## config.mk

```make
export PLATFORM = sky130hd
export DESIGN_NAME = audio_i2s_rx_wb_flat
export DESIGN_NICKNAME = d
export VERILOG_FILES = /design/src/rtl/audio_i2s_rx_wb_pkg.sv /design/src/rtl/audio_i2s_rx_wb_if.sv /design/src/rtl/audio_i2s_rx_wb_fifo.sv /design/src/rtl/audio_i2s_rx_wb.sv /design/src/flat_wrapper.sv
export SDC_FILE = /design/constraint.sdc
export NUM_CORES = 1
export LEC_CHECK = 0
export ABC_AREA = 0
export CORE_MARGIN = 2
export CORE_UTILIZATION = 65
export DETAILED_ROUTE_END_ITERATION = 12
export PLACE_DENSITY = 0.8
export SLEW_MARGIN = 10
export SYNTH_ARGS = -nofsm -noshare
export SYNTH_HDL_FRONTEND = slang
export SYNTH_SLANG_ARGS = --single-unit
```

## constraint.sdc

```tcl
create_clock -name clk -period 7.5 [get_ports clk]
set_input_delay 1.5 -clock clk [delete_from_list [all_inputs] [get_ports clk]]
set_output_delay 1.5 -clock clk [all_outputs]
set_load 0.02 [all_outputs]
```

## src/rtl/audio_i2s_rx_wb_pkg.sv

```systemverilog
`default_nettype none
// ============================================================================
// Module   : audio_i2s_rx_pkg
// Brief    : Shared definitions for the I2S capture peripheral: Wishbone
//            register addresses, CSR bit positions and deserialiser states.
// Revision : 1.0 - initial release
// ============================================================================
package audio_i2s_rx_pkg;

  // Register map (word addresses on wb_addr)
  localparam logic [1:0] C_ADDR_CSR  = 2'd0;
  localparam logic [1:0] C_ADDR_DATA = 2'd1;
  localparam logic [1:0] C_ADDR_RATE = 2'd2;
  localparam logic [1:0] C_ADDR_RSVD = 2'd3;

  // CSR bit positions
  localparam int C_CSR_ENABLE = 0;
  localparam int C_CSR_FLUSH  = 1;
  localparam int C_CSR_OVF    = 2;
  localparam int C_CSR_EMPTY  = 3;
  localparam int C_CSR_FULL   = 4;
  localparam int C_CSR_LEVEL  = 16;

  // Deserialiser frame-tracking states
  typedef enum logic [1:0] {
    ST_IDLE  = 2'd0,
    ST_SYNC  = 2'd1,
    ST_LEFT  = 2'd2,
    ST_RIGHT = 2'd3
  } rx_state_t;

endpackage
`default_nettype wire

```

## src/rtl/audio_i2s_rx_wb_if.sv

```systemverilog
`default_nettype none
// ============================================================================
// Module   : audio_i2s_rx_wb_if
// Brief    : Wishbone slave bus bundle for the I2S capture peripheral.
// Revision : 1.0 - initial release
// ============================================================================
interface audio_i2s_rx_wb_if;
  logic [1:0]  wb_addr;
  logic [31:0] wb_rdata;
  logic [31:0] wb_wdata;
  logic        wb_we;
  logic        wb_cyc;
  logic        wb_ack;

  modport master (
    output wb_addr, wb_wdata, wb_we, wb_cyc,
    input  wb_rdata, wb_ack
  );

  modport slave (
    input  wb_addr, wb_wdata, wb_we, wb_cyc,
    output wb_rdata, wb_ack
  );
endinterface
`default_nettype wire

```

## src/rtl/audio_i2s_rx_wb_fifo.sv

```systemverilog
`default_nettype none
// ============================================================================
// Module   : audio_rx_fifo
// Brief    : Synchronous 32-bit stereo frame FIFO, depth 2^AW, with flush,
//            level, full/empty and a dropped-push (overflow) pulse.
// Revision : 1.0 - initial release
// ============================================================================
module audio_rx_fifo #(
  parameter int AW = 4
) (
  input  logic          clk,
  input  logic          rst_n,
  input  logic          i_push,
  input  logic [31:0]   i_data,
  input  logic          i_pop,
  input  logic          i_flush,
  output logic [31:0]   o_data,
  output logic [AW:0]   o_level,
  output logic          o_full,
  output logic          o_empty,
  output logic          o_overflow
);
  localparam int          C_DEPTH      = 1 << AW;
  localparam logic [AW:0] C_FULL_LEVEL = {1'b1, {AW{1'b0}}};

  logic [31:0]   r_mem [C_DEPTH];
  logic [AW-1:0] r_wr_ptr;
  logic [AW-1:0] r_rd_ptr;
  logic [AW:0]   r_level;
  logic          w_full;
  logic          w_empty;
  logic          w_pop_ok;
  logic          w_push_ok;

  assign w_full  = (r_level == C_FULL_LEVEL);
  assign w_empty = (r_level == '0);

  // A pop frees a slot in the same cycle, so a full FIFO still accepts a push
  // alongside a pop. Flush wins over both and silently drops the push.
  assign w_pop_ok   = i_pop & ~w_empty & ~i_flush;
  assign w_push_ok  = i_push & ~i_flush & (~w_full | w_pop_ok);
  assign o_overflow = i_push & ~i_flush & w_full & ~w_pop_ok;

  assign o_data  = w_empty ? 32'h0 : r_mem[r_rd_ptr];
  assign o_level = r_level;
  assign o_full  = w_full;
  assign o_empty = w_empty;

  // Pointer and level bookkeeping
  always_ff @(posedge clk) begin
    if (!rst_n || i_flush) begin
      r_wr_ptr <= '0;
      r_rd_ptr <= '0;
      r_level  <= '0;
    end else begin
      if (w_push_ok) r_wr_ptr <= r_wr_ptr + 1'b1;
      if (w_pop_ok)  r_rd_ptr <= r_rd_ptr + 1'b1;
      case ({w_push_ok, w_pop_ok})
        2'b10:   r_level <= r_level + 1'b1;
        2'b01:   r_level <= r_level - 1'b1;
        default: r_level <= r_level;
      endcase
    end
  end

  // Frame storage; contents need no reset since level gates every read
  always_ff @(posedge clk) begin
    if (w_push_ok) r_mem[r_wr_ptr] <= i_data;
  end

endmodule
`default_nettype wire

```

## src/rtl/audio_i2s_rx_wb.sv

```systemverilog
`default_nettype none
// ============================================================================
// Module   : audio_i2s_rx_wb
// Brief    : I2S stereo capture peripheral with Wishbone slave interface.
//            Synchronises async I2S pins, deserialises left/right words into
//            a frame FIFO drained by firmware through the DATA register.
//            Optional USB SOF frame-rate counter: AUDIO_RX_SOF_RATE_EN.
// Revision : 1.0 - initial release
// ============================================================================
module audio_i2s_rx_wb #(
  parameter int DATA_W  = 16,
  parameter int FIFO_AW = 4
) (
  input  logic              clk,
  input  logic              rst_n,
  input  logic              i2s_sck,
  input  logic              i2s_ws,
  input  logic              i2s_sd,
  audio_i2s_rx_wb_if.slave  wb,
  input  logic              usb_sof,
  output logic              irq
);
  import audio_i2s_rx_pkg::*;

  localparam logic [4:0]         C_IDX_SAT = 5'(DATA_W);
  localparam logic [FIFO_AW:0]   C_HALF    = (FIFO_AW+1)'(1 << (FIFO_AW - 1));

  // Synchroniser stages
  logic r_sck_s1, r_sck_s2, r_sck_s3;
  logic r_ws_s1, r_ws_s2;
  logic r_sd_s1, r_sd_s2;
  logic w_sck_rise;

  // Deserialiser
  logic       r_ws_last;
  logic [4:0] r_bit_idx;
  logic [15:0] r_left;
  logic [15:0] r_right;
  logic       w_ws_change;
  logic       w_bit_store;
  logic [15:0] w_bit_mask;
  logic [15:0] w_word_base;
  logic [15:0] w_word_next;
  rx_state_t  r_state;
  logic       r_push;

  // Register file / bus
  logic        r_enable;
  logic        r_overflow;
  logic        r_ack;
  logic [31:0] r_rdata;
  logic        r_irq;
  logic        w_access;
  logic        w_csr_wr;
  logic        w_flush;
  logic        w_pop;
  logic [31:0] w_csr_rd;
  logic [31:0] w_rate;

  // FIFO
  logic             w_fifo_push;
  logic [31:0]      w_fifo_data;
  logic [FIFO_AW:0] w_level;
  logic             w_full;
  logic             w_empty;
  logic             w_fifo_ovf;

  // Two-flop synchronisers; sck gets a third stage for rising-edge detect
  always_ff @(posedge clk) begin
    if (!rst_n) begin
      r_sck_s1 <= 1'b0; r_sck_s2 <= 1'b0; r_sck_s3 <= 1'b0;
      r_ws_s1  <= 1'b0; r_ws_s2  <= 1'b0;
      r_sd_s1  <= 1'b0; r_sd_s2  <= 1'b0;
    end else begin
      r_sck_s1 <= i2s_sck; r_sck_s2 <= r_sck_s1; r_sck_s3 <= r_sck_s2;
      r_ws_s1  <= i2s_ws;  r_ws_s2  <= r_ws_s1;
      r_sd_s1  <= i2s_sd;  r_sd_s2  <= r_sd_s1;
    end
  end

  assign w_sck_rise  = r_sck_s2 & ~r_sck_s3;
  assign w_ws_change = w_sck_rise & (r_ws_s2 ^ r_ws_last);

  // The bit sampled on the WS-change edge is still the LSB of the old
  // channel, so every bit goes to the channel selected by the previous WS.
  assign w_bit_store = (r_bit_idx < C_IDX_SAT);
  assign w_bit_mask  = 16'h8000 >> r_bit_idx;
  assign w_word_base = (r_bit_idx == 5'd0) ? 16'h0000 : (r_ws_last ? r_right : r_left);
  assign w_word_next = w_word_base | (r_sd_s2 ? w_bit_mask : 16'h0000);

  // Shift serial data MSB-first into the active channel word
  always_ff @(posedge clk) begin
    if (!rst_n) begin
      r_ws_last <= 1'b0;
      r_bit_idx <= C_IDX_SAT;
      r_left    <= '0;
      r_right   <= '0;
    end else if (w_sck_rise) begin
      r_ws_last <= r_ws_s2;
      if (w_bit_store) begin
        if (r_ws_last) r_right <= w_word_next;
        else           r_left  <= w_word_next;
      end
      if (w_ws_change)      r_bit_idx <= 5'd0;
      else if (w_bit_store) r_bit_idx <= r_bit_idx + 5'd1;
    end
  end

  // Frame-tracking FSM; requests a push one clk after the right word closes
  always_ff @(posedge clk) begin
    if (!rst_n) begin
      r_state <= ST_IDLE;
      r_push  <= 1'b0;
    end else begin
      r_push <= 1'b0;
      if (!r_enable) begin
        r_state <= ST_IDLE;
      end else begin
        case (r_state)
          ST_IDLE:  r_state <= ST_SYNC;
          ST_SYNC:  if (w_ws_change && !r_ws_s2) r_state <= ST_LEFT;
          ST_LEFT:  if (w_ws_change && r_ws_s2)  r_state <= ST_RIGHT;
          ST_RIGHT: if (w_ws_change && !r_ws_s2) begin
                      r_push  <= 1'b1;
                      r_state <= ST_LEFT;
                    end
          default:  r_state <= ST_IDLE;
        endcase
      end
    end
  end

  // A disable landing between frame close and push still discards the frame
  assign w_fifo_push = r_push & r_enable;

  audio_rx_fifo #(.AW(FIFO_AW)) u_fifo (
    .clk        (clk),
    .rst_n      (rst_n),
    .i_push     (w_fifo_push),
    .i_data     ({r_right, r_left}),
    .i_pop      (w_pop),
    .i_flush    (w_flush),
    .o_data     (w_fifo_data),
    .o_level    (w_level),
    .o_full     (w_full),
    .o_empty    (w_empty),
    .o_overflow (w_fifo_ovf)
  );

  // Side effects happen on the edge that raises ack, so rdata and the pop
  // belong to the same access.
  assign w_access = wb.wb_cyc & ~r_ack;
  assign w_csr_wr = w_access & wb.wb_we & (wb.wb_addr == C_ADDR_CSR);
  assign w_flush  = w_csr_wr & wb.wb_wdata[C_CSR_FLUSH];
  assign w_pop    = w_access & ~wb.wb_we & (wb.wb_addr == C_ADDR_DATA);

  // CSR read image
  always_comb begin
    w_csr_rd = '0;
    w_csr_rd[C_CSR_ENABLE] = r_enable;
    w_csr_rd[C_CSR_OVF]    = r_overflow;
    w_csr_rd[C_CSR_EMPTY]  = w_empty;
    w_csr_rd[C_CSR_FULL]   = w_full;
    w_csr_rd[C_CSR_LEVEL +: FIFO_AW+1] = w_level;
  end

  // Wishbone acknowledge, read mux and control registers
  always_ff @(posedge clk) begin
    if (!rst_n) begin
      r_ack      <= 1'b0;
      r_rdata    <= '0;
      r_enable   <= 1'b0;
      r_overflow <= 1'b0;
      r_irq      <= 1'b0;
    end else begin
      r_ack <= w_access;
      r_irq <= (w_level >= C_HALF);
      if (w_access && !wb.wb_we) begin
        case (wb.wb_addr)
          C_ADDR_CSR:  r_rdata <= w_csr_rd;
          C_ADDR_DATA: r_rdata <= w_fifo_data;
          C_ADDR_RATE: r_rdata <= w_rate;
          C_ADDR_RSVD: r_rdata <= '0;
          default:     r_rdata <= '0;
        endcase
      end else begin
        r_rdata <= '0;
      end
      if (w_csr_wr) r_enable <= wb.wb_wdata[C_CSR_ENABLE];
      if (w_fifo_ovf)
        r_overflow <= 1'b1;
      else if (w_csr_wr && wb.wb_wdata[C_CSR_OVF])
        r_overflow <= 1'b0;
    end
  end

  assign wb.wb_ack   = r_ack;
  assign wb.wb_rdata = r_rdata;
  assign irq         = r_irq;

`ifdef AUDIO_RX_SOF_RATE_EN
  logic [15:0] r_frame_cnt;
  logic [15:0] r_rate;
  logic        w_unused;

  // Frames per SOF period; a push coinciding with SOF counts toward the
  // period being closed.
  always_ff @(posedge clk) begin
    if (!rst_n) begin
      r_frame_cnt <= '0;
      r_rate      <= '0;
    end else if (usb_sof) begin
      r_rate      <= r_frame_cnt + 16'(w_fifo_push);
      r_frame_cnt <= '0;
    end else if (w_fifo_push) begin
      r_frame_cnt <= r_frame_cnt + 16'd1;
    end
  end

  assign w_rate   = {16'h0000, r_rate};
  assign w_unused = &{1'b0, wb.wb_wdata[31:3]};
`else
  logic w_unused;
  assign w_rate   = '0;
  assign w_unused = &{1'b0, wb.wb_wdata[31:3], usb_sof};
`endif

endmodule
`default_nettype wire

```

## src/flat_wrapper.sv

```systemverilog
// flat-port wrapper written by rule: the top's interface ports become plain ports
module audio_i2s_rx_wb_flat import audio_i2s_rx_pkg::*;
#(
  parameter int DATA_W  = 16,
  parameter int FIFO_AW = 4
)
  (clk, rst_n, i2s_sck, i2s_ws, i2s_sd, usb_sof, irq, wb_wb_addr, wb_wb_wdata, wb_wb_we, wb_wb_cyc, wb_wb_rdata, wb_wb_ack);
  audio_i2s_rx_wb_if wb_i ();
  input  logic clk;
  input  logic rst_n;
  input  logic i2s_sck;
  input  logic i2s_ws;
  input  logic i2s_sd;
  input  logic usb_sof;
  output logic irq;
  input wire logic [$bits(wb_i.wb_addr)-1:0] wb_wb_addr;
  input wire logic [$bits(wb_i.wb_wdata)-1:0] wb_wb_wdata;
  input wire logic [$bits(wb_i.wb_we)-1:0] wb_wb_we;
  input wire logic [$bits(wb_i.wb_cyc)-1:0] wb_wb_cyc;
  output wire logic [$bits(wb_i.wb_rdata)-1:0] wb_wb_rdata;
  output wire logic [$bits(wb_i.wb_ack)-1:0] wb_wb_ack;
  assign wb_i.wb_addr = wb_wb_addr;
  assign wb_i.wb_wdata = wb_wb_wdata;
  assign wb_i.wb_we = wb_wb_we;
  assign wb_i.wb_cyc = wb_wb_cyc;
  assign wb_wb_rdata = wb_i.wb_rdata;
  assign wb_wb_ack = wb_i.wb_ack;
  audio_i2s_rx_wb #(.DATA_W(DATA_W), .FIFO_AW(FIFO_AW)) u_core (.clk(clk), .rst_n(rst_n), .i2s_sck(i2s_sck), .i2s_ws(i2s_ws), .i2s_sd(i2s_sd), .wb(wb_i), .usb_sof(usb_sof), .irq(irq));
endmodule
```

==> flow_metrics.tcl <==
set metrics [dict create \
    tritoncts "yes" \
    synthTopCellsByArea "edfxtp_1 65%, mux4_2 12%, dfxtp_1 8.6%" \
    grt_pass1_vias 12240 \
    placed_cells 1710 \
    irDropWorstVdd_mv 0.1818 \
    multi_input_comb_area_sq_um 5944 \
    netlist_area_sq_um 23590 \
    port_buffers 45 \
    critPathMaxFanout 17 \
    fp-row-count 69 \
    layout_commonest_cell "edfxtp_1" \
    floorplan.die.height_um 194.5 \
    rsz0062_at_grt "no" \
    path_clk_slew_ns 0.06 \
    routabilityCongestion 0.8406 \
    crit_path_start_kind "primary input" \
    path_class "in -> reg" \
    seq_area_sq_um 17410 \
    ctsHoldBuffers 0 \
    synth_cell_types 53 \
    grt_pass1_wl_um 73730 \
    synth_edf_count 512 \
    synth_flop_cell "edfxtp_1" \
    die_w_um 194.5 \
    antenna_found_initial 0 \
    slew_headroom_pct 32.99 \
    fillers 1957 \
    finalCritPeriodShare_pct 57.02 \
    dpl_worst_slack_ns 2.612 \
    vias 11850 \
    syn_area_per_cell_sq_um 18.88 \
    diodes 0 \
    routed_wl_um 48180 \
    yosysTopAreaCell "edfxtp_1" \
    instances_no_fill 1817 \
    maxCapViolCount 0 \
    clk_latency_ns 0.59 \
    dr.pass1.iters 5 \
    dieArea_sq_um 37830 \
    start_util_pct 66.15 \
    root_buffer "clkbuf_16" \
    hold_violations 0 \
    p_per_area_nw_per_um2 244.1 \
    drc 0 \
    overflow 0 \
    vias_per_cell 6.523 \
    end_kind "register" \
    core_area_sq_um 35660 \
    worst-endpoint-arrival_ns 4.52 \
    synth_nets 1304 \
    cts_setup_buffers 0 \
    period_needed_ns 4.276 \
    cts_htree_levels 2 \
    slew_violations 0 \
    skew_ns 0.01271 \
    setup_tns_ns 0 \
    drtIter0Drc 1236 \
    mostFrequentLayoutCells "512 x edfxtp_1, 128 x mux4_2, 97 x dfxtp_1, 59 x clkbuf_16, 57 x nand2_1" \
    cts_buffers 57 \
    finalPower_mw 6.460 \
    ys_seq_area_share_pct 73.76 \
    synthArstFlopShare_pct 0 \
    drtAntennaViolNets 0 \
    worstPathRequired_ns 7.75 \
    setup_violations 0 \
    dp_hpwl_um 25360 \
    synth_warnings 0 \
    synth_seq_cells 613 \
    grtUsageTotal_pct 26.19 \
    fin_util_pct 74.21 \
    hp-class "reg -> reg" \
    areaGrowthSynthToFinish_pct 12.19 \
    worstMarginPinSlew_ns 1.005 \
    cts_buffer_depth 3 \
    wl_per_cell_um 26.52 \
    syn-instance-count 1249 \
    fmaxAchievable_ghz 0.2338 \
    yosysTopAreaCellShare_pct 65.18 \
    final_nets 1363 \
    timing.final.ws_setup_ns 3.224 \
    post_cts_resized 0 \
    grt_max_degree 87 \
    power_leakage_nw 9.603 \
    pin_count 76 \
    status "finished clean" \
    drive_above_1_share_pct 21.02 \
    clock-sinks 613 \
]
[critical path: stages]
cell             delay, ns
clkdlybuf4s50_1       0.52
or3b_2                0.48
o211a_1               0.26
nor2_1                0.32
nand2_1               0.31
nor2_4                0.66
buf_4                 0.45
[stage by stage]
step | hold WS (ns) | area [sq um]
global placement | 0.4168 | 24620
floorplan | 0.4119 | 23590
detailed placement | 0.4215 | 24620
CTS | 0.4352 | 26460
global route | 0.4446 | 26460
finish | 0.4343 | 26460
[area by class of cell]
type / count / area share, %
sequential: 613 / 65.80
tap: 461 / 2.180
clock inverter: 19 / 0.4965
timing repair buffer: 73 / 2.525
clock buffer: 88 / 6.449
multi-input combinational: 557 / 22.46
inverter: 6 / 0.08511
[state kept, by name, indices dropped and copies added (netlist names), 2 cells and up, named ones only]
signal,count
u_core.u_fifo.r_wr_ptr,4
u_core.r_state,2
u_core.r_bit_idx,5
u_core.u_fifo.r_mem,512
u_core.r_right,16
u_core.u_fifo.o_level,5
u_core.wb.wb_rdata,32
u_core.u_fifo.r_rd_ptr,4
u_core.r_left,16
[synthesized netlist by cell type, drive strengths merged, types with 28 or more instances]
cell and instances:
a211oi 48, a21oi 28, buf 43, clkbuf 30, dfxtp 101, edfxtp 512
mux2i 54, mux4 128, nand2 57, nor2 56, nor2b 32, o211a 28
[final timing paths]
check                           slack (ns)  depth (start not counted)                          to            start
worst max-delay path                  3.22                          7  u_core.u_fifo.r_mem[6][27]    wb_wb_addr[0]
worst min-delay path                  0.43                          1             u_core.r_sck_s2  u_core.r_sck_s1
worst max register to register        4.40                          6       u_core.wb.wb_rdata[0]         register
worst min register to register        0.43                          1             u_core.r_sck_s2  u_core.r_sck_s1
[kinds of logic (layout without fill, tap and decap cells)]
logic type | Yosys count | count (layout) | synth area share (%)
xor+xnor | 11 | 11 | 0.4085
compound gates | 142 | 142 | 4.435
mux | 191 | 191 | 14.94
buf+inv | 79 | 186 | 1.549
fa+ha+maj | 13 | 13 | 0.6896
simple gates | 200 | 200 | 4.217
flops | 613 | 613 | 73.76
[per-layer routing]
metal / GRT usage (%) / part of all wire (%)
met1: 36.46 / 40
met5: 0 / 0
met2: 44.46 / 52
met3: 3.661 / 6.3
met4: 6.952 / 2.0
[power by group]
group / internal (mW) / switching, mW
Sequential: 3.64 / 0.00310
Combinational: 0.0115 / 0.0146
Clock: 1.60 / 1.20
Total: 5.24 / 1.22
Note: power is estimated with default switching activity, not from simulation.
